==> src/rtl/stack_pkg.sv <==
// Shared stack definitions: op encodings (also used by the return stack) and
// the spill/fill FSM state encodings.
package stack_pkg;

  // Bit positions inside a 4-bit stack op.
  localparam int unsigned POP   = 3;
  localparam int unsigned PUSH  = 2;
  localparam int unsigned WRITE = 1;
  localparam int unsigned READ  = 0;

  localparam logic [3:0] SOP_IDLE  = 4'b0000;
  localparam logic [3:0] SOP_PUSH  = 4'b0110;
  localparam logic [3:0] SOP_POP   = 4'b1001;
  localparam logic [3:0] SOP_WRITE = 4'b0010;

  // Spill controller states.
  localparam logic [1:0] ST_IDLE = 2'b00;
  localparam logic [1:0] ST_FILL = 2'b01;
  localparam logic [1:0] ST_LOAD = 2'b10;

endpackage

==> src/rtl/data_stack_if.sv <==
// Data stack bus: controller side (op, overwrite data, top-of-stack view,
// status) and data-memory side (spill writes, fill reads).
//   master: controller + memory model drive op/to_sr*/overwrites/mem_rdata
//   slave : the stack drives from_sr*, status and mem_* strobes
interface data_stack_if #(
  parameter int unsigned WIDTH  = 16,
  parameter int unsigned ADDR_W = 10
);
  logic [3:0]        op;
  logic [WIDTH-1:0]  to_sr0;
  logic [WIDTH-1:0]  to_sr1;
  logic              sr0_overwrite;
  logic              sr1_overwrite;
  logic [WIDTH-1:0]  from_sr0;
  logic [WIDTH-1:0]  from_sr1;
  logic              overflow;
  logic              busy;
  logic [ADDR_W+3:0] count;
  logic [ADDR_W-1:0] mem_addr;
  logic [WIDTH-1:0]  mem_wdata;
  logic              mem_we;
  logic              mem_re;
  logic [WIDTH-1:0]  mem_rdata;
  logic [1:0]        err;

  modport master (
    output op, to_sr0, to_sr1, sr0_overwrite, sr1_overwrite, mem_rdata,
    input  from_sr0, from_sr1, overflow, busy, count,
           mem_addr, mem_wdata, mem_we, mem_re, err
  );

  modport slave (
    input  op, to_sr0, to_sr1, sr0_overwrite, sr1_overwrite, mem_rdata,
    output from_sr0, from_sr1, overflow, busy, count,
           mem_addr, mem_wdata, mem_we, mem_re, err
  );
endinterface

==> src/rtl/stack_spill_ctrl.sv <==
// Spill/fill controller: owns the spill pointer, the FILL/LOAD sequence and
// the data-memory strobes.
//   spill_c    : push at full on-chip depth, bottom entry must go to memory
//   pop_full_c : pop accepted while on-chip storage was full
//   bottom     : current bottom on-chip entry (spill data)
//   load_c     : high in LOAD; stack captures mem_rdata into the bottom slot
//   mem_full_c : spill pointer at its last address, further spills drop data
module stack_spill_ctrl
  import stack_pkg::*;
#(
  parameter int unsigned WIDTH  = 16,
  parameter int unsigned ADDR_W = 10
) (
  input  logic              clk,
  input  logic              async_reset,
  input  logic              spill_c,
  input  logic              pop_full_c,
  input  logic [WIDTH-1:0]  bottom,
  output logic [ADDR_W-1:0] mem_addr,
  output logic [WIDTH-1:0]  mem_wdata,
  output logic              mem_we,
  output logic              mem_re,
  output logic              busy,
  output logic              load_c,
  output logic              mem_full_c
);

  logic [1:0]        state_q,     state_d;
  logic [ADDR_W-1:0] spill_ptr_q, spill_ptr_d;
  logic [ADDR_W-1:0] mem_addr_q,  mem_addr_d;
  logic [WIDTH-1:0]  mem_wdata_q, mem_wdata_d;
  logic              mem_we_q,    mem_we_d;
  logic              mem_re_q,    mem_re_d;
  logic              busy_q,      busy_d;

  assign mem_full_c = (spill_ptr_q == '1);
  assign load_c     = (state_q == ST_LOAD);

  // Next-state and strobe generation; strobes are registered one cycle wide.
  always_comb begin
    state_d     = state_q;
    spill_ptr_d = spill_ptr_q;
    mem_addr_d  = mem_addr_q;
    mem_wdata_d = mem_wdata_q;
    mem_we_d    = 1'b0;
    mem_re_d    = 1'b0;
    case (state_q)
      ST_IDLE: begin
        if (spill_c && !mem_full_c) begin
          mem_we_d    = 1'b1;
          mem_addr_d  = spill_ptr_q;
          mem_wdata_d = bottom;
          spill_ptr_d = spill_ptr_q + ADDR_W'(1);
        end else if (pop_full_c && (spill_ptr_q != '0)) begin
          state_d    = ST_FILL;
          mem_re_d   = 1'b1;
          mem_addr_d = spill_ptr_q - ADDR_W'(1);
        end
      end
      ST_FILL: state_d = ST_LOAD;
      ST_LOAD: begin
        state_d     = ST_IDLE;
        spill_ptr_d = spill_ptr_q - ADDR_W'(1);
      end
      default: state_d = ST_IDLE;
    endcase
    busy_d = (state_d != ST_IDLE);
  end

  always_ff @(posedge clk or posedge async_reset) begin
    if (async_reset) begin
      state_q     <= ST_IDLE;
      spill_ptr_q <= '0;
      mem_addr_q  <= '0;
      mem_wdata_q <= '0;
      mem_we_q    <= 1'b0;
      mem_re_q    <= 1'b0;
      busy_q      <= 1'b0;
    end else begin
      state_q     <= state_d;
      spill_ptr_q <= spill_ptr_d;
      mem_addr_q  <= mem_addr_d;
      mem_wdata_q <= mem_wdata_d;
      mem_we_q    <= mem_we_d;
      mem_re_q    <= mem_re_d;
      busy_q      <= busy_d;
    end
  end

  assign mem_addr  = mem_addr_q;
  assign mem_wdata = mem_wdata_q;
  assign mem_we    = mem_we_q;
  assign mem_re    = mem_re_q;
  assign busy      = busy_q;

endmodule

==> src/rtl/data_stack.sv <==
// Hardware data stack: DEPTH on-chip entries (entry 0 = top) with spill to
// and automatic refill from data memory.
//   clk, async_reset : clock, asynchronous active-high reset
//   bus (slave)      : op/overwrite commands, sr0/sr1 view, count, status,
//                      data-memory port
module data_stack
  import stack_pkg::*;
#(
  parameter int unsigned WIDTH  = 16,
  parameter int unsigned DEPTH  = 8,
  parameter int unsigned ADDR_W = 10
) (
  input  logic         clk,
  input  logic         async_reset,
  data_stack_if.slave  bus
);

  localparam int unsigned OC_W  = $clog2(DEPTH + 1);
  localparam int unsigned CNT_W = ADDR_W + 4;

  logic [WIDTH-1:0] ent_q [DEPTH];
  logic [WIDTH-1:0] ent_d [DEPTH];
  logic [OC_W-1:0]  oc_q,    oc_d;
  logic [CNT_W-1:0] count_q, count_d;
  logic [1:0]       err_q,   err_d;

  logic spill_c, pop_full_c, load_c, mem_full_c, busy;
  logic full_c;

  assign full_c = (oc_q == OC_W'(DEPTH));

  // Op first, then overwrites against the post-op occupancy.
  always_comb begin
    ent_d      = ent_q;
    oc_d       = oc_q;
    count_d    = count_q;
    err_d      = err_q;
    spill_c    = 1'b0;
    pop_full_c = 1'b0;
    if (load_c) begin
      ent_d[DEPTH-1] = bus.mem_rdata;
      oc_d           = oc_q + OC_W'(1);
    end else if (!busy) begin
      case (bus.op)
        SOP_PUSH: begin
          for (int i = DEPTH - 1; i > 0; i--) ent_d[i] = ent_q[i-1];
          ent_d[0] = bus.to_sr0;
          if (full_c) begin
            spill_c = 1'b1;
            // Memory full: bottom entry is dropped, so depth is unchanged.
            if (mem_full_c) err_d[1] = 1'b1;
            else            count_d  = count_q + CNT_W'(1);
          end else begin
            oc_d    = oc_q + OC_W'(1);
            count_d = count_q + CNT_W'(1);
          end
        end
        SOP_POP: begin
          if (count_q == '0) begin
            err_d[0] = 1'b1;
          end else begin
            for (int i = 0; i < DEPTH - 1; i++) ent_d[i] = ent_q[i+1];
            ent_d[DEPTH-1] = '0;
            oc_d           = oc_q - OC_W'(1);
            count_d        = count_q - CNT_W'(1);
            pop_full_c     = full_c;
          end
        end
        SOP_WRITE: begin
          if (count_q >= CNT_W'(2)) begin
            ent_d[0] = bus.to_sr0;
            ent_d[1] = bus.to_sr1;
          end
        end
        default: ;
      endcase
      if (bus.sr0_overwrite && (oc_d >= OC_W'(1))) ent_d[0] = bus.to_sr0;
      if (bus.sr1_overwrite && (oc_d >= OC_W'(2))) ent_d[1] = bus.to_sr1;
    end
  end

  always_ff @(posedge clk or posedge async_reset) begin
    if (async_reset) begin
      for (int i = 0; i < DEPTH; i++) ent_q[i] <= '0;
      oc_q    <= '0;
      count_q <= '0;
      err_q   <= '0;
    end else begin
      for (int i = 0; i < DEPTH; i++) ent_q[i] <= ent_d[i];
      oc_q    <= oc_d;
      count_q <= count_d;
      err_q   <= err_d;
    end
  end

  stack_spill_ctrl #(
    .WIDTH  (WIDTH),
    .ADDR_W (ADDR_W)
  ) u_spill (
    .clk        (clk),
    .async_reset(async_reset),
    .spill_c    (spill_c),
    .pop_full_c (pop_full_c),
    .bottom     (ent_q[DEPTH-1]),
    .mem_addr   (bus.mem_addr),
    .mem_wdata  (bus.mem_wdata),
    .mem_we     (bus.mem_we),
    .mem_re     (bus.mem_re),
    .busy       (busy),
    .load_c     (load_c),
    .mem_full_c (mem_full_c)
  );

  assign bus.busy     = busy;
  assign bus.from_sr0 = ent_q[0];
  assign bus.from_sr1 = ent_q[1];
  assign bus.overflow = full_c;
  assign bus.count    = count_q;
  assign bus.err      = err_q;

endmodule

==> src/flat_wrapper.sv <==
// flat-port wrapper written by rule: the top's interface ports become plain ports
module data_stack_flat import stack_pkg::*;
#(
  parameter int unsigned WIDTH  = 16,
  parameter int unsigned DEPTH  = 8,
  parameter int unsigned ADDR_W = 10
)
  (clk, async_reset, bus_op, bus_to_sr0, bus_to_sr1, bus_sr0_overwrite, bus_sr1_overwrite, bus_mem_rdata, bus_from_sr0, bus_from_sr1, bus_overflow, bus_busy, bus_count, bus_mem_addr, bus_mem_wdata, bus_mem_we, bus_mem_re, bus_err);
  data_stack_if #(.WIDTH(WIDTH), .ADDR_W(ADDR_W)) bus_i ();
  input  logic clk;
  input  logic async_reset;
  input wire logic [$bits(bus_i.op)-1:0] bus_op;
  input wire logic [$bits(bus_i.to_sr0)-1:0] bus_to_sr0;
  input wire logic [$bits(bus_i.to_sr1)-1:0] bus_to_sr1;
  input wire logic [$bits(bus_i.sr0_overwrite)-1:0] bus_sr0_overwrite;
  input wire logic [$bits(bus_i.sr1_overwrite)-1:0] bus_sr1_overwrite;
  input wire logic [$bits(bus_i.mem_rdata)-1:0] bus_mem_rdata;
  output wire logic [$bits(bus_i.from_sr0)-1:0] bus_from_sr0;
  output wire logic [$bits(bus_i.from_sr1)-1:0] bus_from_sr1;
  output wire logic [$bits(bus_i.overflow)-1:0] bus_overflow;
  output wire logic [$bits(bus_i.busy)-1:0] bus_busy;
  output wire logic [$bits(bus_i.count)-1:0] bus_count;
  output wire logic [$bits(bus_i.mem_addr)-1:0] bus_mem_addr;
  output wire logic [$bits(bus_i.mem_wdata)-1:0] bus_mem_wdata;
  output wire logic [$bits(bus_i.mem_we)-1:0] bus_mem_we;
  output wire logic [$bits(bus_i.mem_re)-1:0] bus_mem_re;
  output wire logic [$bits(bus_i.err)-1:0] bus_err;
  assign bus_i.op = bus_op;
  assign bus_i.to_sr0 = bus_to_sr0;
  assign bus_i.to_sr1 = bus_to_sr1;
  assign bus_i.sr0_overwrite = bus_sr0_overwrite;
  assign bus_i.sr1_overwrite = bus_sr1_overwrite;
  assign bus_i.mem_rdata = bus_mem_rdata;
  assign bus_from_sr0 = bus_i.from_sr0;
  assign bus_from_sr1 = bus_i.from_sr1;
  assign bus_overflow = bus_i.overflow;
  assign bus_busy = bus_i.busy;
  assign bus_count = bus_i.count;
  assign bus_mem_addr = bus_i.mem_addr;
  assign bus_mem_wdata = bus_i.mem_wdata;
  assign bus_mem_we = bus_i.mem_we;
  assign bus_mem_re = bus_i.mem_re;
  assign bus_err = bus_i.err;
  data_stack #(.WIDTH(WIDTH), .DEPTH(DEPTH), .ADDR_W(ADDR_W)) u_core (.clk(clk), .async_reset(async_reset), .bus(bus_i));
endmodule
==> config.mk <==
export PLATFORM = sky130hd
export DESIGN_NAME = data_stack_flat
export DESIGN_NICKNAME = d
export VERILOG_FILES = /design/src/rtl/stack_pkg.sv /design/src/rtl/data_stack_if.sv /design/src/rtl/stack_spill_ctrl.sv /design/src/rtl/data_stack.sv /design/src/flat_wrapper.sv
export SDC_FILE = /design/constraint.sdc
export NUM_CORES = 1
export LEC_CHECK = 0
export CORE_MARGIN = 2
export CORE_UTILIZATION = 50
export CTS_CLUSTER_DIAMETER = 150
export DETAILED_ROUTE_END_ITERATION = 6
export DONT_BUFFER_PORTS = 1
export PLACE_DENSITY = 0.73
export SLEW_MARGIN = 15
export SYNTH_ARGS = -nofsm -noshare
export SYNTH_HDL_FRONTEND = slang
export SYNTH_HIERARCHICAL = 1
export SYNTH_SLANG_ARGS = --single-unit
==> constraint.sdc <==
create_clock -name clk -period 8.1 [get_ports clk]
set_input_delay 1.215 -clock clk [delete_from_list [all_inputs] [get_ports clk]]
set_output_delay 1.215 -clock clk [all_outputs]
set_load 0.02 [all_outputs]
==> impl_results.md, run 1 <==
- Post-CTS Hold Fix Bufs: 0
- Final period util: 67.45%
- Drt total wl: 26280 um
- Clk_skew: 0.01114 ns
- Post-Syn Area per Cell: 9.000 um2
- Max transition margin: 26.66%
- Initial DRC count: 979
- Worst vdd ir: 0.0001724 V
- CTS Buf Count: 17
- Internal reg-to-reg setup slack: 3.71 ns
- Clock network fraction of total power: 23.0%
- CP Launch Type: input port
- Fill cells: 1845
- ANT nets after route: 0
- # nets final: ~1100
- Root buffer cell: clkbuf_16
- Worst Tran Pin Value: between 1 and 1.5 ns
- Sequential Power Share: 51.1%
- FP Rows: 52
- Asr flop ratio synth: 100.0%
- Setup crit end: u_core/bus.from_sr0[13]
- Status: complete, no violations
- Post-synth top flop: dfrtp_1
- Critical Path RT: 8.41 ns
- Max frequency: 183.0 MHz
- Clock Sinks: 189
- Die H: about 150 um
- Grt ovf: 0
- Routed len/inst: approximately 19 um
- Synth Cell Area: 10390 um2
- EDFF count, synth: 0
- Initial Util: 51.16%
- Worst setup margin: 2.636 ns
- Fin. Hold Viols: 0
- Number of global-route vias before repair: ~8000
- Drt pass-1 iters: 6
- RSZ-0062 raised after global routing: no
- Register area: 4730 um2
- Min Tclk post-route: 5.464 ns
- Sw frac: 41.74%
- Post-route DRC: 0
- Reg2reg start: u_core/oc_q[0]
- Crit path kind: input port to flop
- Yosys reg bits: around 190
- Internal: 2.140 mW
- First-pass GRT wire length: 43450 um
- Synth cell types: 69
- Layout area overhead: 4.168%
- IO buf count: 0
- Hold path depth: 1
- Most used cells in the layout excluding fill and tap cells: nand2_1 (249), dfrtp_1 (189), nor2_1 (113)
- Ratio of cells with drive above 1 in the final layout: between 8 and 9%
- DIE AREA: 21940 um2
- I/O pin cnt: 134
- Core area: 20300 um2
- Lkg Pwr: 4.670 nW
- Cts repair resizes: 0
- Maximum clock path buffer count: 2
- Crit-path max FO: 82
- R2r endpoint: u_core/bus.from_sr0[15]
- Comb pwr share: 25.9%
- # Max-Cap Violations: 0
- Post-Syn Nets: 1228
- Horiz. Die Dim: 148.1 um
- Final Max Slew Viols: 0
- Skew-Pair Late Insertion Delay: around 0.43 ns
- Via count: ~8400
- Pwr Density: 339.5 nW/um2
- Multi-input combinational cell area: 5015 um2
- Cells after Synth: between 1000 and 1500
- Detailed placement HPWL: 17710 um
- Sequential fraction of the synthesis area: 45.54%
- GRT Util Overall: ~24%
- Ys Warns: 6
- Fin util: 53.30%
- Finished Layout Cells: between 1000 and 1500
- Crit path DAT: 5.78 ns
- Crit. Startpoint: bus_op[2]
- CTS tree: built
- Setup TNS: 0 ns
- Clk slew on worst S/H paths: 0.07 ns
- Pre-CTS setup slack: 2.277 ns
- Hold Crit Class: flop to flop
- CP Capture Type: flop
- R2r worst-path depth: 10
- Post-DR vias/cell: 6.205
- Setup Fix Bufs, Post-CTS: 0
- Commonest non-fill, non-tap cell in the layout: nand2_1
- Psw: between 1.5 and 2 mW
- Largest net degree at the start of global routing: 89
- Gpl congestion: roughly 0.87
- Number of H-tree levels: 4
- Placed Instances: 1316
- Final setup viols: 0
- Initial antenna violation count: 3
==> area by class of cell <==
| type | count | share of cell area [%] |
|---|---|---|
| diodes | 3 | 0.06939 |
| clock buffers | 18 | 3.967 |
| clock inverters | 14 | 1.527 |
| inverters | 16 | 0.6245 |
| multi-input cells | 832 | 46.35 |
| flip-flops and latches | 189 | 43.71 |
| well taps | 270 | 3.122 |
| repair buffers | 9 | 0.6245 |
==> metal layers <==
| metal | global-route usage (%) | wire (um) | up-vias |
|---|---|---|---|
| li1 | - | - | 3885 |
| met1 | 33.50 | 11050 | 4144 |
| met2 | 39.00 | 12670 | 313 |
| met3 | 5.890 | 1999 | 39 |
| met4 | 6.952 | 554 | 2 |
| met5 | 0 | 13 | - |
==> power groups by stage <==
stage | Combinational [mW] | Clock, mW | Sequential [mW]
after floorplan | 1.01 | 0 | 1.59
after global placement | 0.898 | 0 | 1.88
after detailed placement | 0.936 | 0 | 1.89
after CTS | 0.940 | 0.859 | 1.87
after global routing | 1.08 | 0.904 | 1.92
final | 0.951 | 0.846 | 1.88
==> synthesized netlist by cell type (6+ instances only) <==
library cell / instances / area share (%)
a21oi_1: 27 / 1.3
a22o_1: 16 / 1.3
a22oi_1: 19 / 1.4
a31oi_1: 100 / 6.0
buf_2: 6 / 0.29
buf_4: 32 / 2.3
clkbuf_1: 71 / 2.6
dfrtp_1: 189 / 46
ha_1: 17 / 2.0
inv_1: 14 / 0.51
mux2_1: 6 / 0.65
mux2_2: 17 / 1.8
mux2_4: 20 / 2.9
nand2_1: 249 / 9.0
nand3_1: 26 / 1.3
nand4_1: 7 / 0.42
nor2_1: 113 / 4.1
nor2b_1: 6 / 0.36
nor3_1: 11 / 0.53
nor3b_1: 21 / 1.5
nor4_1: 7 / 0.42
o21ai_0: 40 / 1.9
o311ai_0: 16 / 1.3
or4_1: 18 / 1.3
xnor2_1: 14 / 1.2
xor2_1: 18 / 1.5
==> per-stage QoR <==
step / power (mW) / instance area [um2] / hold WS [ns]
finish: 3.673 / 10820 / 0.5269
global route: 3.905 / 10810 / 0.5458
global placement: 2.776 / 10200 / 0.4919
detailed placement: 2.821 / 10200 / 0.5016
floorplan: 2.602 / 10390 / 0.4701
CTS: 3.671 / 10800 / 0.5145
==> cell families after synthesis <==
logic type / count (synthesis) / synth area share (%)
mux: 46 / 5.674
compound gates: 256 / 16.60
fa+ha+maj: 18 / 2.241
buf+inv: 133 / 6.481
xor+xnor: 32 / 2.698
simple gates: 480 / 20.77
flops: 189 / 45.54
==> worst min-delay path by stage <==
stage	endpoint	slack, ns	startpoint
global route	u_core/u_spill/state_q[1]	0.55	u_core/u_spill/state_q[1]
global placement	u_core/u_spill/state_q[1]	0.49	u_core/u_spill/state_q[1]
floorplan	u_core/u_spill/state_q[1]	0.47	u_core/u_spill/state_q[1]
finish	u_core/u_spill/state_q[1]	0.53	u_core/u_spill/state_q[1]
CTS	u_core/u_spill/state_q[1]	0.51	u_core/u_spill/state_q[1]
detailed placement	u_core/u_spill/state_q[1]	0.50	u_core/u_spill/state_q[1]
==> worst max-delay path, stage by stage <==
cell and delay [ns]:
nand4bb_4 0.58, inv_4 0.66, buf_4 0.73, a222oi_1 0.15, o311a_1 0.16, or4b_1 0.88, o31a_1 0.20, o21a_1 0.76
mux2_1 0.39
==> flip-flops by register name, indices dropped and copies added (netlist names) <==
signal	flops
u_core/ent_q	96
u_core/bus.from_sr0	16
u_core/bus.from_sr1	16
u_core/u_spill/mem_wdata	16
u_core/bus.count	14
u_core/u_spill/mem_addr	10
u_core/u_spill/spill_ptr_q	10
u_core/oc_q	4
u_core/bus.err	2
u_core/u_spill/state_q	2
u_core/u_spill/busy	1
u_core/u_spill/mem_re	1
u_core/u_spill/mem_we	1
(Power assumes the default switching activity.)
==> run 2, diff against run 1 <==
==> constraint.sdc (replaced) <==
create_clock -name clk -period 5.1 [get_ports clk]
set_input_delay 0.765 -clock clk [delete_from_list [all_inputs] [get_ports clk]]
set_output_delay 0.765 -clock clk [all_outputs]
set_load 0.02 [all_outputs]
==> run 2 against run 1 <==
Effect of this change: sequential cell count stayed put; worst hold slack worse by 0.25 ns; critical path type is now flop to flop; critical path depth is 2 higher; register-to-register slack worse by 2.4 ns; design area is 0.56% higher; highest routed layer unchanged; utilization is 0.30 points higher; non-clock buffer count is 5 higher; final cell count is 0.30% higher; combinational power is 60% higher; wire length is 1.8% lower.
==> impl_results.md, run 2 (same netlist as run 1, synthesis figures left out) <==
- Drt total wl: 25820 um (was 26280 um)
- Gpl congestion: 0.8953 (was 0.8747)
- Setup Fix Bufs, Post-CTS: 0 (unchanged)
- Largest net degree at the start of global routing: 161 (was 89)
- Die H: 148.1 um (unchanged)
- # Max-Cap Violations: 0 (unchanged)
- FP Rows: 52 (unchanged)
- I/O pin cnt: 134 (unchanged)
- Routed len/inst: 19.05 um (was 19.45 um)
- Root buffer cell: clkbuf_16 (unchanged)
- Critical Path RT: 5.36 ns (was 8.41 ns)
- Fill cells: 1862 (was 1845)
- RSZ-0062 raised after global routing: no (unchanged)
- Drt pass-1 iters: 5 (was 6)
- Skew-Pair Late Insertion Delay: 0.45 ns (was 0.43 ns)
- CP Capture Type: flop (unchanged)
- Worst vdd ir: 0.0003144 V (was 0.0001724 V)
- Number of H-tree levels: 4 (unchanged)
- Layout area overhead: 4.747% (was 4.168%)
- Fin util: 53.59% (was 53.30%)
- Post-route DRC: 0 (unchanged)
- Most used cells in the layout excluding fill and tap cells: nand2_1 (249), dfrtp_1 (189), nor2_1 (113) (unchanged)
- R2r worst-path depth: 11 (was 10)
- Grt ovf: 0 (unchanged)
- Core area: 20300 um2 (unchanged)
- Crit path kind: flop to flop (was input port to flop)
- CTS Buf Count: 17 (unchanged)
- Crit-path max FO: 36 (was 82)
- Maximum clock path buffer count: 2 (unchanged)
- First-pass GRT wire length: 41900 um (was 43450 um)
- Worst Tran Pin Value: 1.117 ns (was 1.096 ns)
- Pwr Density: 537.9 nW/um2 (was 339.5 nW/um2)
- Initial antenna violation count: 3 (unchanged)
- Cts repair resizes: 0 (unchanged)
- # nets final: 1144 (was 1139)
- IO buf count: 0 (unchanged)
- ANT nets after route: 0 (unchanged)
- Initial Util: 51.16% (unchanged)
- CTS tree: built (unchanged)
- Max transition margin: 25.29% (was 26.66%)
- DIE AREA: 21940 um2 (unchanged)
- Post-CTS Hold Fix Bufs: 0 (unchanged)
- Clock Sinks: 189 (unchanged)
- Ratio of cells with drive above 1 in the final layout: 9.418% (was 8.998%)
- Status: complete, no violations (unchanged)
- Via count: 8273 (was 8383)
- Setup TNS: 0 ns (unchanged)
- Min Tclk post-route: 3.785 ns
- Final period util: between 70% and 80%
- Hold Crit Class: input port to asynchronous set/reset pin (was flop to flop)
- Max frequency: 264.2 MHz
- Final Max Slew Viols: 0 (unchanged)
- GRT Util Overall: 23.71% (was 24.44%)
- Crit path DAT: 4.04 ns (was 5.78 ns)
- Initial DRC count: 677 (was 979)
- Clk_skew: 0.01407 ns (was 0.01114 ns)
- Clk slew on worst S/H paths: 0.08 ns (was 0.07 ns)
- Placed Instances: 1321 (was 1316)
- Final setup viols: 0 (unchanged)
- Reg with most FFs: u_core/ent_q (unchanged)
- Lkg Pwr: 4.702 nW (was 4.670 nW)
- WHS: 0.2721 ns (was 0.5269 ns)
- Finished Layout Cells: 1355 (was 1351)
- Horiz. Die Dim: 148.1 um (unchanged)
- Commonest non-fill, non-tap cell in the layout: nand2_1 (unchanged)
- Post-DR vias/cell: 6.106 (was 6.205)
- CP Launch Type: flop (was input port)
- Largest register FFs: 96 (unchanged)
- Fin. Hold Viols: 0 (unchanged)
- Number of global-route vias before repair: 7928 (was 8186)
- Detailed placement HPWL: 17670 um (was 17710 um)
==> run 2: area by class of cell <==
cell class | count | area [um2] | area share [%]
tap | 270 | 337.8 | 3.105
inverter | 16 | 67.56 | 0.6210
clock buffer | 17 | 425.4 | 3.910
timing repair buffer | 14 | 121.4 | 1.116
clock inverter | 15 | 190.2 | 1.748
sequential | 189 | 4730 | 43.47
multi-input combinational | 832 | 5002 | 45.98
antenna | 2 | 5.005 | 0.04600
==> run 2: worst paths after layout <==
check,start,slack [ns],to
worst max register to register,u_core/oc_q[0],1.31,u_core/bus.from_sr1[11]
min in group clk,bus_mem_rdata[3],0.43,u_core/ent_q[3]
worst min-delay path,async_reset,0.27,u_core/ent_q[6]
worst min register to register,u_core/u_spill/state_q[1],0.51,u_core/u_spill/state_q[1]
max in group asynchronous,async_reset,3.67,u_core/ent_q[76]
worst max-delay path,u_core/oc_q[0],1.31,u_core/bus.from_sr1[11]
==> run 2: critical path: stages (launching register included) <==
cell and delay [ns]:
dfrtp_1 0.47, inv_1 0.11, ha_1 0.20, and3b_1 0.45, nor2b_1 0.14, a222oi_1 0.32, o311a_1 0.24, or4b_1 0.44
buf_4 0.25, o31a_1 0.65, nor2_1 0.24, a31oi_1 0.07
==> run 2: through the flow <==
stage | cell area (um2) | power [mW] | worst slack (ns)
finish | 10880 | 5.852 | 1.315
detailed placement | 10250 | 4.492 | 1.118
CTS | 10870 | 5.874 | 1.343
global placement | 10250 | 4.417 | 1.173
floorplan | 10390 | 4.133 | 0.3553
global route | 10870 | 6.221 | 1.075
==> run 2: report_power, final <==
group          switching (mW)  leakage (nW)  internal [mW]
clock                   0.660         0.299          0.710
combinational           0.830          2.20          0.693
sequential              0.945          2.20           2.01
==> run 2: metal layers <==
metal	part of all wire, %	vias up	global-route usage (%)
met3	6.9	44	6.871
met1	43	4084	31.34
met5	0.050	-	0
met4	2.2	2	7.429
li1	-	3892	-
met2	48	251	37.99
